## config.mk

```make
export PLATFORM = sky130hd
export DESIGN_NAME = shift_word_assembler
export DESIGN_NICKNAME = d
export VERILOG_FILES = /design/src/rtl/shift_word_assembler.sv
export SDC_FILE = /design/constraint.sdc
export NUM_CORES = 1
export LEC_CHECK = 0
export ABC_AREA = 1
export CAP_MARGIN = 25
export CORE_ASPECT_RATIO = 1.5
export CORE_MARGIN = 4
export CORE_UTILIZATION = 55
export DETAILED_ROUTE_END_ITERATION = 7
export GPL_TIMING_DRIVEN = 0
export PLACE_DENSITY = 0.83
export SYNTH_ARGS = -nofsm -noshare
export SYNTH_HDL_FRONTEND = slang
export SYNTH_SLANG_ARGS = --single-unit
```

## constraint.sdc

```tcl
create_clock -name clk -period 3.5 [get_ports clk]
set_input_delay 0.525 -clock clk [delete_from_list [all_inputs] [get_ports clk]]
set_output_delay 0.525 -clock clk [all_outputs]
set_load 0.03 [all_outputs]
```

## src/rtl/shift_word_assembler.sv

```systemverilog
`default_nettype none
// ============================================================================
// Module      : shift_word_assembler
// Description : Collects a serial bit stream into WIDTH-bit words and queues
//               them in a 2-entry valid/ready output buffer. Supports MSB- or
//               LSB-first ordering and a flush that zero-pads a partial word.
//               Optional macro SHIFT_ASM_PARITY_EN adds the word_par output
//               (even parity of the head word, stored per entry).
// Revision    : 1.0 - initial release
// ============================================================================
module shift_word_assembler #(
    parameter int WIDTH     = 4,
    parameter int MSB_FIRST = 1
) (
    input  logic             clk,
    input  logic             rst,
    input  logic             bit_in,
    input  logic             bit_valid,
    output logic             bit_ready,
    input  logic             flush,
    output logic [WIDTH-1:0] word_out,
    output logic             word_partial,
    output logic             word_valid,
    input  logic             word_ready,
    output logic [1:0]       fill_level
`ifdef SHIFT_ASM_PARITY_EN
    ,
    output logic             word_par
`endif
);

    localparam int             c_CW    = $clog2(WIDTH + 1);
    localparam logic [c_CW-1:0] c_ONE  = 1;
    localparam logic [c_CW-1:0] c_LAST = c_CW'(WIDTH - 1);
    localparam logic [c_CW-1:0] c_W    = c_CW'(WIDTH);

    logic [c_CW-1:0]  r_cnt;
    logic [WIDTH-1:0] r_acc;
    logic [WIDTH-1:0] r_mem  [2];
    logic             r_part [2];
    logic             r_wptr;
    logic             r_rptr;
    logic [1:0]       r_fill;
`ifdef SHIFT_ASM_PARITY_EN
    logic             r_par  [2];
`endif

    logic             w_accept;
    logic [WIDTH-1:0] w_acc_shift;
    logic [WIDTH-1:0] w_acc_incl;
    logic [c_CW-1:0]  w_n;
    logic [c_CW-1:0]  w_shamt;
    logic             w_full;
    logic             w_flush;
    logic             w_push;
    logic             w_pop;
    logic [WIDTH-1:0] w_push_word;

    // Ready depends only on occupancy so there is no path from word_ready
    assign bit_ready = rst & (r_fill != 2'd2);
    assign w_accept  = bit_valid & bit_ready;
    assign w_pop     = (r_fill != 2'd0) & word_ready;

    // Accumulator next value, word completion and flush padding
    always_comb begin
        w_acc_shift = r_acc;
        if (MSB_FIRST != 0) begin
            w_acc_shift = {r_acc[WIDTH-2:0], bit_in};
        end else begin
            w_acc_shift = {bit_in, r_acc[WIDTH-1:1]};
        end
        w_acc_incl = w_accept ? w_acc_shift : r_acc;
        w_n        = r_cnt + {{(c_CW-1){1'b0}}, w_accept};
        w_full     = w_accept & (r_cnt == c_LAST);
        // A flush that fills the word is just a normal full push
        w_flush    = flush & bit_ready & (w_n != '0) & ~w_full;
        w_push     = w_full | w_flush;
        w_shamt    = c_W - w_n;
        w_push_word = w_acc_incl;
        if (w_flush) begin
            if (MSB_FIRST != 0) begin
                w_push_word = w_acc_incl << w_shamt;
            end else begin
                w_push_word = w_acc_incl >> w_shamt;
            end
        end
    end

    // Head of buffer is forced to zero when the buffer is empty
    always_comb begin
        word_valid   = (r_fill != 2'd0);
        word_out     = word_valid ? r_mem[r_rptr]  : '0;
        word_partial = word_valid ? r_part[r_rptr] : 1'b0;
        fill_level   = r_fill;
`ifdef SHIFT_ASM_PARITY_EN
        word_par     = word_valid ? r_par[r_rptr]  : 1'b0;
`endif
    end

    // Bit counter and accumulator; cleared whenever a word is pushed
    always_ff @(posedge clk or negedge rst) begin
        if (!rst) begin
            r_cnt <= '0;
            r_acc <= '0;
        end else if (w_push) begin
            r_cnt <= '0;
            r_acc <= '0;
        end else if (w_accept) begin
            r_cnt <= r_cnt + c_ONE;
            r_acc <= w_acc_shift;
        end
    end

    // Two-entry circular output buffer with occupancy counter
    always_ff @(posedge clk or negedge rst) begin
        if (!rst) begin
            r_mem[0]  <= '0;
            r_mem[1]  <= '0;
            r_part[0] <= 1'b0;
            r_part[1] <= 1'b0;
`ifdef SHIFT_ASM_PARITY_EN
            r_par[0]  <= 1'b0;
            r_par[1]  <= 1'b0;
`endif
            r_wptr    <= 1'b0;
            r_rptr    <= 1'b0;
            r_fill    <= 2'd0;
        end else begin
            if (w_push) begin
                r_mem[r_wptr]  <= w_push_word;
                r_part[r_wptr] <= w_flush;
`ifdef SHIFT_ASM_PARITY_EN
                r_par[r_wptr]  <= ^w_push_word;
`endif
                r_wptr         <= ~r_wptr;
            end
            if (w_pop) begin
                r_rptr <= ~r_rptr;
            end
            case ({w_push, w_pop})
                2'b10:   r_fill <= r_fill + 2'd1;
                2'b01:   r_fill <= r_fill - 2'd1;
                default: r_fill <= r_fill;
            endcase
        end
    end

endmodule
`default_nettype wire

```

; Word-level counts from Yosys, hierarchy flattened
; Cells that the tools add are included.
[op_classes]
n_reduce_logical = 5
bitwise_logic = 13
n_lt_le_gt_ge = 3
n_mux = 20
n_eq_ne = 4
shift = 1
addsub = 5
[op_table]
columns = operator, count
row1 = 4-bit two-way mux, 8
row2 = 8-bit bitwise mux, 1
row3 = 1-bit bitwise AND, 7
row4 = 3-bit two-way mux, 2
row5 = 2-bit nonzero test, 3
row6 = 1-bit two-way mux, 5
row7 = 4-bit demux with 1-bit select, 1
row8 = "2-bit >= comparator, second input constant", 2
row9 = 1-bit NOT with 2-bit output, 2
row10 = 2-bit case mux with 2 select lines, 1
row11 = 4-bit by 3-bit << shifter with 4-bit output, 1
row12 = 3-bit by 1-bit adder with 3-bit output, 1
row13 = "3-bit by 1-bit adder with 3-bit output, second input constant", 1
row14 = "3-bit by 2-bit equality test with 1-bit output, second input constant", 1
row15 = 1-bit NOT, 3
row16 = 3-bit nonzero test, 1
row17 = "3-bit subtractor, first input constant", 1
row18 = "2-bit by 1-bit adder with 2-bit output, second input constant", 1
row19 = 2-bit bitwise mux, 1
row20 = "2-bit by 1-bit equality test with 1-bit output, second input constant", 1
row21 = "2-bit equality test, second input constant", 1
row22 = "2-bit by 1-bit less-than comparator with 1-bit output, second input constant", 1
row23 = "2-bit inequality test, second input constant", 1
row24 = "2-bit by 1-bit subtractor with 2-bit output, second input constant", 1
row25 = 3 further kinds, 3
[totals]
reg_bits = 21
in_bits = 6

; Longest topological paths before layout
[depth]
word_depth = 10
depth_mapped = 19

; Worst setup path before layout
; Ideal clock, no wire load.
[synth_path]
kind = reg-to-reg
start = register r_fill[0] (netlist: fill_level[0])
end = register r_fill[1] (netlist: fill_level[1])
n_path_buf = 0
t_arrival_ns = 2.904
setup_ns = 0.137
period_less_slack_ns = 3.041
stages_incl_launch_ff = 20
required_ns = 3.363
setup_slack_ns = 0.459
path_cell_list = dfrtp_1 > inv_2 > nand2_4 > nand3_4 > inv_1 > ha_1 > ha_1 > inv_1 > ha_1 > ha_1 > inv_1 > nand2_1 > nor2_8 > inv_4 > nand2_8 > inv_1 > ha_1 > a21oi_1 > o21ai_0 > xnor2_1
[synth_between]
elab_chain_cells = 10
word_cells_on_any_way = 19
cone_classes = 3 x add/sub / 3 x eq/ne / 1 x mux / 9 x bitwise / 3 x reduce/logical
[synth_lines]
columns = item, line_no
row1 = "start, declared", 43  ; logic [1:0] r_fill;
row2 = "start signal, assigned", 141  ; 2'b10: r_fill <= r_fill + 2'd1;
row3 = "start signal, assigned", 142  ; 2'b01: r_fill <= r_fill - 2'd1;
row4 = "start signal, assigned", 143  ; default: r_fill <= r_fill;
row5 = 2-bit inequality test, 60  ; assign bit_ready = rst & (r_fill != 2'd2);
row6 = 1-bit bitwise AND, 60
row7 = 1-bit bitwise AND, 61  ; assign w_accept = bit_valid & bit_ready;
row8 = 3-bit by 1-bit adder with 3-bit output, 73  ; w_n = r_cnt + {{(c_CW-1){1'b0}}, w_accept};
row9 = 3-bit nonzero test, 76  ; w_flush = flush & bit_ready & (w_n != '0) & ~w_full;
row10 = 1-bit bitwise AND (2 in a row), 76
row11 = 1-bit OR, 77  ; w_push = w_full | w_flush;
row12 = 2-bit by 1-bit equality test with 1-bit output / 2-bit equality test (equally long branches), 140  ; case ({w_push, w_pop})
row13 = 2-bit case mux with 2 select lines / 2-bit nonzero test (equally long branches), --
; Several ways; a longest one is shown, not always the timed one.
; A chain may end at the register's enable or synchronous reset.

; Worst setup path after layout
[layout_path]
start = input port bit_valid
end = register r_fill[1] (netlist: fill_level[1])
[layout_between]
elab_chain_cells = 8
word_cells_on_any_way = 12
cone_classes = 1 x add/sub / 2 x eq/ne / 1 x mux / 6 x bitwise / 2 x reduce/logical
[layout_lines]
columns = item, line_no
row1 = "start, declared", 18  ; input logic bit_valid,
row2 = 1-bit bitwise AND *, 61
row3 = 3-bit by 1-bit adder with 3-bit output, 73
row4 = 3-bit nonzero test, 76
row5 = 1-bit bitwise AND (2 in a row), 76
row6 = 1-bit OR *, 77
row7 = 2-bit by 1-bit equality test with 1-bit output / 2-bit equality test (equally long branches), 140
row8 = 2-bit case mux with 2 select lines / 2-bit nonzero test (equally long branches), --
; Mark *: on every way between the ends. The rest lies on a longest branch, timed or not.

==> flow_metrics.tcl <==
set metrics [dict create \
    outcome "completed" \
    vias_per_cell 5.49 \
    n_antenna_cell 0 \
    htreeDepth 1 \
    tns_ns 0 \
    r2r_cells 18 \
    synth_cell_type_count 27 \
    synth_cells 156 \
    grt_max_degree 15 \
    cts_buffer_depth 2 \
    fin_skew_ns 0.00932 \
    ios 15 \
    area_growth_pct 19.3 \
    die_width_um 47.4 \
    portBuffers 14 \
    p_per_area_nw_per_um2 922 \
    clk_pin_slew_worst_paths_ns 0.12 \
    placed_area_um2 1480 \
    holdCritPathClass "in -> async" \
    yosysSeqAreaShare_pct 40.9 \
    dp.cells 194 \
    initial_core_util_pct 57.5 \
    crit_start "bit_valid" \
    cts_root_buf "clkbuf_4" \
    finalNetCount 193 \
    drt_iter0_drc 21 \
    dp.final_hpwl_um 2100 \
    core_area_um2 2230 \
    n_fill_cell 181 \
    ys_seq_elements 21 \
    synth.net_count 169 \
    yosys_warnings 0 \
    worstMarginPinSlew_ns 0.463 \
    drtPass1Iterations 6 \
    p_leak_nw 0.796 \
    syn_area_um2 1280 \
    cts_tree "built" \
    drt-total-wl_um 2620 \
    gp_congestion 0.877 \
    path_cells "clkdlybuf4s50_1, nand3_4, inv_1, ha_1, inv_1, ha_1, ha_1, inv_1, nand2_1, nor2_8, inv_4, nand2_8, inv_1, ha_1, a21oi_1, o21ai_0, xnor2_1" \
    final_common_cell "nand2_1" \
    drive_above_1_share_pct 13.4 \
    power_mw 1.41 \
    avgSynthCellArea_um2 8.23 \
    max_freq_mhz 302 \
    hold_buffers 0 \
    grt_pass1_wl_um 4490 \
    ant_nets 0 \
    routedWlPerCell_um 13.0 \
    reg2reg_slack_ns 0.38 \
    grt_usage_pct 19.6 \
    drv_cap 0 \
    startpoint_type "input pin" \
    max_stage_delay_ns 0.55 \
    critPathCapture "fill_level[1]" \
    critical-path-slowest-cell "clkdlybuf4s50_1" \
    r2r-end "fill_level[1]" \
    row_count 21 \
    layoutNonFillerInstCount 202 \
    first_global_vias 1030 \
    num_vias 1108 \
    period_share_pct 94.7 \
    seq_area_um2 526 \
    antenna_found_initial 0 \
    relSlewSlack_pct 69.0 \
    multi_input_area_um2 663 \
    insertion_delay_ns 0.30 \
    clock-sinks 21 \
    final_cell_mix "nand2_1 (42), dfrtp_1 (21), inv_1 (18)" \
    die_area_um2 3190 \
    hold_violations 0 \
    r2r_start "fill_level[0]" \
    slew_violations 0 \
    irDropWorstVdd_mv 0.471 \
    drc 0 \
    die_h_um 67.2 \
    required_ns 3.70 \
    post-route-min-period_ns 3.31 \
    rsz0062_at_grt "false" \
    worstPathArrival_ns 3.51 \
    criticalPathCategory "in -> reg" \
    setup_viol 0 \
    crit_fanout 9 \
    end_kind "register" \
    cts_buffers 3 \
    postLayoutCellArea_um2 1530 \
    grt-ovfl-total 0 \
]
[sequential cells by signal, summed over array words and instances, names as in the netlist]
register	count
r_wptr	1
r_part	2
r_mem	8
fill_level	2
r_acc	4
r_cnt	3
r_rptr	1
[critical path: cells and delay by family]
family	cells	cell delay, ns
adder cells (fa/ha/maj)	4	1.10
buffers and inverters	6	0.94
AND/OR/NAND/NOR	4	0.57
AO/OA/AOI/OAI	2	0.25
XOR/XNOR	1	0.13
[where the power goes]
part           total [mW]  internal [mW]  leakage, nW  switching [mW]
clock               0.116         0.0444       0.0150          0.0712
combinational       0.867          0.331        0.518           0.536
sequential          0.429          0.349        0.262          0.0802
total                1.41          0.724        0.796           0.687
[logic make-up (layout without fill, tap and decap cells)]
logic type,Yosys count,count (layout),synth area share [%]
buffers and inverters,23,46,7.41
AND/OR/NAND/NOR,82,82,33.5
AO/OA/AOI/OAI,18,18,7.89
adder cells (fa/ha/maj),7,7,6.82
flip-flops,21,21,40.9
XOR/XNOR,5,5,3.41
[worst min path at each step]
stage | startpoint | to | slack, ns | cells after the start
2_1_floorplan | rst | fill_level[0] | 0.23 | 0
3_3_place_gp | r_mem[2] | r_mem[2] | 0.46 | 2
3_5_place_dp | r_mem[3] | r_mem[3] | 0.47 | 2
4_1_cts | rst | r_part[1] | 0.23 | 1
5_1_grt | rst | r_part[1] | 0.12 | 1
6_report | rst | r_part[1] | 0.11 | 1
[routing by layer]
layer / GRT usage, % / up-vias / share of wire, %
met2: 34.6 / 21 / 55
met3: 2.67 / 6 / 3.1
li1: - / 548 / -
met1: 22.6 / 533 / 40
met5: 0 / - / 0
met4: 7.96 / 0 / 1.7
[cell usage after synthesis]
library cell   n  area share (%)
xor2_1         2             1.4
a21oi_1        7             2.7
o31ai_1        1            0.59
clkinv_2       1            0.39
xnor2_1        3             2.0
nand2_2        3             1.5
inv_4          1            0.49
o311ai_1       1            0.68
nand3_4        1             1.4
nand4_4        1             1.7
clkbuf_1       1            0.29
nand2_8        1             1.6
inv_2          1            0.29
a31oi_1        2            0.97
nand2_1       42              12
nor2_1        15             4.4
nor2_8         1             1.6
ha_1           7             6.8
inv_1         18             5.3
dfrtp_1       21              41
o21ai_1        3             1.2
nand3_1       11             4.3
nand2_4        4             3.5
nand4_1        3             1.5
clkinv_4       1            0.68
o21ai_0        3             1.2
o21bai_1       1            0.59
[metrics by stage]
step	setup WS (ns)	hold WS, ns	util (%)
floorplan	0.459	0.229	-
global placement	-0.993	0.464	65.0
detailed placement	-0.746	0.473	66.3
CTS	0.120	0.226	67.5
global route	0.0453	0.120	68.6
finish	0.187	0.109	68.6
[final cells by class]
cell class	count	area share, %
Inverter	22	5.96
Multi-Input combinational cell	112	43.3
Timing Repair Buffer	19	12.6
Buffer	1	0.245
Tap cell	23	1.88
Sequential cell	21	34.3
Clock buffer	4	1.72
[timing repair]
item | in CTS | in global routing
pin swaps | 0 | 1
setup buffers | 0 | 4
endpoints found under the setup margin | 2 | 1
gates resized for setup | 3 | 2
No activity file was read; power rests on OpenSTA's default activity.
